===== src/rtl/alu_pkg.sv =====
// Shared definitions for the ALU command path: opcodes, command field
// layout, sequencer state encoding and the divide-by-zero trap value.
package alu_pkg;

    localparam logic [2:0] OP_ADD = 3'b000;
    localparam logic [2:0] OP_SUB = 3'b001;
    localparam logic [2:0] OP_AND = 3'b010;
    localparam logic [2:0] OP_OR  = 3'b011;
    localparam logic [2:0] OP_XOR = 3'b100;
    localparam logic [2:0] OP_NOT = 3'b101;
    localparam logic [2:0] OP_MUL = 3'b110;
    localparam logic [2:0] OP_DIV = 3'b111;

    // Packed command {op[2:0], a[3:0], b[3:0]}
    localparam int CMD_W = 11;
    localparam int OP_HI = 10;
    localparam int OP_LO = 8;
    localparam int A_HI  = 7;
    localparam int A_LO  = 4;
    localparam int B_HI  = 3;
    localparam int B_LO  = 0;

    localparam logic [7:0] DIV0_RESULT = 8'h00;

    typedef enum logic [1:0] {
        ST_IDLE = 2'd0,
        ST_EXEC = 2'd1,
        ST_RESP = 2'd2
    } seq_state_t;

    // The only field inspection the sequencer ever does.
    function automatic logic is_div0(input logic [CMD_W-1:0] cmd);
        return (cmd[OP_HI:OP_LO] == OP_DIV) && (cmd[B_HI:B_LO] == 4'd0);
    endfunction

endpackage


===== src/rtl/alu_cmd_fifo.sv =====
// Small synchronous command FIFO. The head entry is read combinationally
// because the sequencer inspects it in the same cycle it decides to pop.
module alu_cmd_fifo #(
    parameter int DEPTH = 4,
    parameter int W     = 11
) (
    input  logic                     clk,
    input  logic                     rst,
    input  logic                     push,
    input  logic [W-1:0]             din,
    input  logic                     pop,
    output logic [W-1:0]             dout,
    output logic                     full,
    output logic                     empty,
    output logic [$clog2(DEPTH):0]   level
);

    localparam int AW = $clog2(DEPTH);

    logic [W-1:0]  mem [DEPTH];
    logic [AW-1:0] wr_ptr_reg;
    logic [AW-1:0] rd_ptr_reg;
    logic [AW:0]   level_reg;
    logic [AW:0]   level_next;
    logic          push_ok;
    logic          pop_ok;

    assign push_ok = push & ~full;
    assign pop_ok  = pop & ~empty;

    // Storage write at the tail; contents need no reset.
    always_ff @(posedge clk) begin
        if (push_ok) begin
            mem[wr_ptr_reg] <= din;
        end
    end

    // Occupancy update: simultaneous push and pop leave it unchanged.
    always_comb begin
        level_next = level_reg;
        case ({push_ok, pop_ok})
            2'b10:   level_next = level_reg + 1'b1;
            2'b01:   level_next = level_reg - 1'b1;
            default: level_next = level_reg;
        endcase
    end

    // Pointers wrap naturally since DEPTH is a power of two.
    always_ff @(posedge clk) begin
        if (rst) begin
            wr_ptr_reg <= '0;
            rd_ptr_reg <= '0;
            level_reg  <= '0;
        end else begin
            if (push_ok) begin
                wr_ptr_reg <= wr_ptr_reg + 1'b1;
            end
            if (pop_ok) begin
                rd_ptr_reg <= rd_ptr_reg + 1'b1;
            end
            level_reg <= level_next;
        end
    end

    assign dout  = mem[rd_ptr_reg];
    assign full  = (level_reg == (AW+1)'(DEPTH));
    assign empty = (level_reg == '0);
    assign level = level_reg;

endmodule


===== src/rtl/alu_cmd_sequencer.sv =====
// Feeds queued commands to the ALU one at a time, waits the ALU latency,
// and returns each result on a valid/ready response port. Divide-by-zero
// is answered locally without touching the ALU lines.
module alu_cmd_sequencer
    import alu_pkg::*;
#(
    parameter int DEPTH   = 4,
    parameter int ALU_LAT = 1
) (
    input  logic                     clk,
    input  logic                     rst,
    input  logic                     cmd_valid,
    output logic                     cmd_ready,
    input  logic [CMD_W-1:0]         cmd_data,
    output logic                     rsp_valid,
    input  logic                     rsp_ready,
    output logic [7:0]               rsp_result,
    output logic [2:0]               rsp_op,
    output logic                     rsp_err,
    output logic [3:0]               alu_a,
    output logic [3:0]               alu_b,
    output logic [2:0]               alu_op,
    input  logic [7:0]               alu_result,
    output logic [$clog2(DEPTH):0]   fifo_level,
    output logic                     busy
);

    localparam logic [2:0] LAT_M1 = 3'(ALU_LAT - 1);

    logic [CMD_W-1:0] head;
    logic             fifo_full;
    logic             fifo_empty;
    logic             push;
    logic             pop;

    seq_state_t state_reg, state_next;
    logic [2:0] cnt_reg,   cnt_next;
    logic [3:0] a_reg,     a_next;
    logic [3:0] b_reg,     b_next;
    logic [2:0] op_reg,    op_next;
    logic [7:0] res_reg,   res_next;
    logic [2:0] rop_reg,   rop_next;
    logic       err_reg,   err_next;

    assign push = cmd_valid & ~fifo_full;
    assign pop  = (state_reg == ST_IDLE) & ~fifo_empty;

    alu_cmd_fifo #(
        .DEPTH (DEPTH),
        .W     (CMD_W)
    ) u_fifo (
        .clk   (clk),
        .rst   (rst),
        .push  (push),
        .din   (cmd_data),
        .pop   (pop),
        .dout  (head),
        .full  (fifo_full),
        .empty (fifo_empty),
        .level (fifo_level)
    );

    // Next-state and register updates for issue, wait and respond.
    always_comb begin
        state_next = state_reg;
        cnt_next   = cnt_reg;
        a_next     = a_reg;
        b_next     = b_reg;
        op_next    = op_reg;
        res_next   = res_reg;
        rop_next   = rop_reg;
        err_next   = err_reg;
        case (state_reg)
            ST_IDLE: begin
                if (!fifo_empty) begin
                    if (is_div0(head)) begin
                        // ALU lines keep the previous command.
                        res_next   = DIV0_RESULT;
                        rop_next   = OP_DIV;
                        err_next   = 1'b1;
                        state_next = ST_RESP;
                    end else begin
                        a_next     = head[A_HI:A_LO];
                        b_next     = head[B_HI:B_LO];
                        op_next    = head[OP_HI:OP_LO];
                        cnt_next   = LAT_M1;
                        state_next = ST_EXEC;
                    end
                end
            end
            ST_EXEC: begin
                if (cnt_reg != 3'd0) begin
                    cnt_next = cnt_reg - 3'd1;
                end else begin
                    res_next   = alu_result;
                    rop_next   = op_reg;
                    err_next   = 1'b0;
                    state_next = ST_RESP;
                end
            end
            ST_RESP: begin
                if (rsp_ready) begin
                    state_next = ST_IDLE;
                end
            end
            default: state_next = ST_IDLE;
        endcase
    end

    // State and datapath registers.
    always_ff @(posedge clk) begin
        if (rst) begin
            state_reg <= ST_IDLE;
            cnt_reg   <= '0;
            a_reg     <= '0;
            b_reg     <= '0;
            op_reg    <= '0;
            res_reg   <= '0;
            rop_reg   <= '0;
            err_reg   <= 1'b0;
        end else begin
            state_reg <= state_next;
            cnt_reg   <= cnt_next;
            a_reg     <= a_next;
            b_reg     <= b_next;
            op_reg    <= op_next;
            res_reg   <= res_next;
            rop_reg   <= rop_next;
            err_reg   <= err_next;
        end
    end

    assign cmd_ready  = ~fifo_full;
    assign rsp_valid  = (state_reg == ST_RESP);
    assign busy       = (state_reg != ST_IDLE);
    assign rsp_result = res_reg;
    assign rsp_op     = rop_reg;
    assign rsp_err    = err_reg;
    assign alu_a      = a_reg;
    assign alu_b      = b_reg;
    assign alu_op     = op_reg;

endmodule


===== config.mk =====
export PLATFORM = sky130hd
export DESIGN_NAME = alu_cmd_sequencer
export DESIGN_NICKNAME = d
export VERILOG_FILES = /design/src/rtl/alu_pkg.sv /design/src/rtl/alu_cmd_fifo.sv /design/src/rtl/alu_cmd_sequencer.sv
export SDC_FILE = /design/constraint.sdc
export NUM_CORES = 1
export LEC_CHECK = 0
export ABC_AREA = 1
export ABC_CLOCK_PERIOD_IN_PS = 2150
export CORE_MARGIN = 1
export CORE_UTILIZATION = 50
export CTS_CLUSTER_DIAMETER = 60
export CTS_CLUSTER_SIZE = 16
export DETAILED_ROUTE_END_ITERATION = 10
export PLACE_DENSITY = 0.75
export SETUP_SLACK_MARGIN = 0.02
export SLEW_MARGIN = 10
export SYNTH_ARGS = -nofsm -noshare
export SYNTH_HDL_FRONTEND = slang
export SYNTH_SLANG_ARGS = --single-unit

===== constraint.sdc =====
create_clock -name clk -period 2.15 [get_ports clk]
set_input_delay 0.3225 -clock clk [delete_from_list [all_inputs] [get_ports clk]]
set_output_delay 0.3225 -clock clk [all_outputs]
set_load 0.01 [all_outputs]

==> flow_metrics.py <==
metrics = {
    "logic_synthesis": {
        "netlist_instances": 339,
        "synth_top_area_share_pct": 40.2,
        "synth-seq-cells": 81,
        "yosys_warnings": 0,
        "synth-async-reset-ratio_pct": 0,
        "syn_nets": 370,
        "synth_fa_ha_area_share_pct": 3.28,
        "yosys-top-cells-area": "edfxtp_1, dfxtp_1, nand2_1, a21oi_1, inv_1",
        "ys_types": 22,
        "synth_compound_area_share_pct": 9.38,
        "yosysTopAreaCell": "edfxtp_1",
        "synth-edff-count": 44,
        "synth_flop_cell": "edfxtp_1",
        "synth_area_um2": 3280,
        "syn_avg_cell_area_um2": 9.68,
        "synth-xor-area-share_pct": 0,
        "yosysSeqAreaShare_pct": 62.8,
        "synth_top_family_by_area": "simple AND/OR/NAND/NOR gates",
        "synth_simple_gate_area_share_pct": 17.3,
        "synthMuxAreaShare_pct": 0,
    },
    "worst_setup_path": {
        "cpPeakStageDelay_ns": 0.37,
        "cp_max_fo": 4,
        "path_buf_inv": 2,
        "reg2reg_to": "u_fifo.level[2]",
        "path_depth": 10,
        "reg2reg_slack_ns": 0.17,
        "path_class": "register to register",
        "crit_family": "adder cells",
        "startpoint": "state_reg[1]",
        "slowest_stage": "fa_1",
        "critPathCaptureType": "register",
        "arrival_ns": 2.22,
        "worstPathCellList": "nor2_1, inv_1, nor2_2, ha_1, inv_1, fa_1, a21oi_1, o21ai_0, o21ai_0, a21oi_1",
        "critPathCapture": "u_fifo.level[2]",
        "crit_required_ns": 2.39,
        "timing.rr.start": "state_reg[1]",
        "startpoint_type": "register",
        "worst_r2r_path_depth": 10,
    },
    "floorplan": {
        "rows": 29,
        "boundaryPins": 52,
        "fp.dieW_um": 83.0,
        "initial_core_util_pct": 51.7,
        "dieHeight_um": 83.0,
        "dieArea_um2": 6890,
        "core_um2": 6350,
    },
    "route": {
        "wl_per_cell_um": 13.1,
        "drc_errors": 0,
        "drt_iter0_markers": 92,
        "ant_nets": 0,
        "vias_per_cell": 5.03,
        "firstDrtPassIters": 4,
        "routed_wl_mm": 6.29,
        "vias": 2421,
    },
    "clock_network": {
        "clock_latency_ns": 0.35,
        "cts_tree": "yes",
        "cts-buffers-inserted": 9,
        "cts-root-buf": "clkbuf_8",
        "cts_resized": 0,
        "cts_buffer_depth": 2,
        "htreeDepth": 3,
        "clock-sinks": 81,
        "path_clk_slew_ns": 0.08,
        "post_cts_buffers": 0,
        "holdBufCountCts": 0,
    },
    "layout": {
        "finalNetCount": 430,
        "regMostFlops": "u_fifo.mem",
        "area_delta_synth_final_pct": 26.0,
        "drive_gt1_share_pct": 9.16,
        "multi_input_area_um2": 983,
        "final_cells": 481,
        "n_antenna_cell": 0,
        "nFillCells": 483,
        "largest_register_ffs": 44,
        "seqCellArea_um2": 2060,
    },
    "worst_hold_path": {
        "hold_depth": 2,
        "hp-class": "register to register",
    },
    "timing": {
        "final_hold_viol_count": 0,
        "finClkSkew_ns": 0.00578,
        "slew_headroom_pct": 65.9,
        "max_freq_ghz": 0.506,
        "fin_crit_sh_pct": 92.0,
        "timing_worst_slew_pin_value_ns": 0.511,
        "whs_ns": 0.458,
        "rsz0062_at_grt": "no",
        "setup_viol_count_final": 0,
        "totalNegativeSetupSlack_ns": 0,
        "slew_violations": 0,
        "period_needed_ns": 1.98,
    },
    "global_routing": {
        "antenna_found_initial": 0,
        "use_met3_pct": 4.47,
        "grt_use_met1_pct": 24.9,
        "grt_overflow_total": 0,
        "grt_start_max_net_pins": 23,
        "grt_pass1_wl_mm": 10.6,
        "grt_use_total_pct": 19.8,
        "globalRouteMet2Util_pct": 32.6,
        "grt_pass1_vias": 2260,
        "top_usage_layer": "met2",
    },
    "pwr": {
        "switching_power_mw": 1.88,
        "power_frac_comb_pct": 36.8,
        "p_int_mw": 3.46,
        "p_leak_nw": 1.62,
        "peakVddDrop_mv": 0.824,
        "power_frac_seq_pct": 38.7,
        "power.share.switching_pct": 35.2,
        "p_per_area_nw_per_um2": 1290,
        "pwr-share-clk_pct": 24.5,
        "total_power_mw": 5.35,
    },
    "place": {
        "port_buffers": 51,
        "dpl.hpwl_mm": 4.24,
        "place_congestion": 0.736,
        "dp_cells": 465,
    },
    "outcome": {
        "status": "completed",
    },
    "flow_run": {
        "max_cap_viol_count": 0,
    },
}
[metrics by stage]
step / utilization, % / cell area (um^2) / worst slack [ns]
2_1_floorplan: - / 3280 / 0.173
3_3_place_gp: 61.3 / 3890 / 0.216
3_5_place_dp: 61.3 / 3890 / 0.183
4_1_cts: 65.1 / 4140 / 0.186
5_1_grt: 65.1 / 4140 / 0.0337
6_report: 65.1 / 4140 / 0.173
[power groups by stage]
stage               clock (mW)  sequential [mW]  combinational, mW
global placement             0             2.09               1.93
floorplan                    0             2.14               1.27
finish                    1.31             2.07               1.97
detailed placement           0             2.10               1.98
global route              1.41             2.10               2.22
CTS                       1.33             2.07               1.99
[cells by family after synthesis]
family                   count (synthesis)
flip-flops                              81
AND/OR/NAND/NOR                        136
buffers and inverters                   55
adder cells (fa/ha/maj)                  8
AO/OA/AOI/OAI                           59
[per-layer routing]
| metal | routed length (um) | vias to the layer above |
|---|---|---|
| met5 | 0 | - |
| met4 | 107 | 0 |
| met3 | 337 | 12 |
| met2 | 3120 | 60 |
| met1 | 2730 | 1119 |
| li1 | - | 1230 |
[synth_stat cells (3+ instances only)]
library cell and n:
inv_2 4, ha_1 7, a21oi_1 32, clkbuf_1 5, nand2_1 73, buf_6 3
dfxtp_1 37, nand3_1 25, edfxtp_1 44, inv_1 37, nor2_1 31, o31ai_1 3
o21ai_0 20, o22ai_1 4, buf_2 4
[worst min-delay path by stage]
stage,start,slack [ns],endpoint
floorplan,cmd_data[0],0.42,u_fifo.mem[0][0]
global placement,rsp_op[1],0.44,rsp_op[1]
detailed placement,rsp_op[0],0.45,rsp_op[0]
CTS,rsp_op[0],0.46,rsp_op[0]
global route,rsp_result[2],0.48,rsp_result[2]
finish,rsp_op[0],0.46,rsp_op[0]
[area by class of cell]
| class | count | area share (%) |
|---|---|---|
| clock inverters | 7 | 2.87 |
| flip-flops and latches | 81 | 49.9 |
| clock buffers | 9 | 3.00 |
| well taps | 77 | 2.33 |
| repair buffers | 62 | 14.3 |
| inverters | 42 | 3.81 |
| multi-input cells | 203 | 23.8 |
[worst reg2reg max path, cell delays in order (launching register included)]
cell	delay, ns
dfxtp_1	0.34
nor2_1	0.20
inv_1	0.11
nor2_2	0.15
ha_1	0.16
inv_1	0.06
fa_1	0.37
a21oi_1	0.14
o21ai_0	0.11
o21ai_0	0.16
a21oi_1	0.05
[cell usage in the layout (no fill, tap or decap), drive strengths merged]
cell           Yosys  routed
ha                 7       7
inv               41      41
clkinv             1       3
dfxtp             37      37
a21oi             32      32
clkdlybuf4s50      0      51
clkinvlp           0       2
nand3             25      25
nor2              33      33
o21ai             20      20
edfxtp            44      44
nand2             77      77
clkbuf             5       9
fa                 1       1
o31ai              3       3
nor3               1       1
o22ai              4       4
bufinv             0       3
buf                8      11
(Power assumes the default switching activity.)
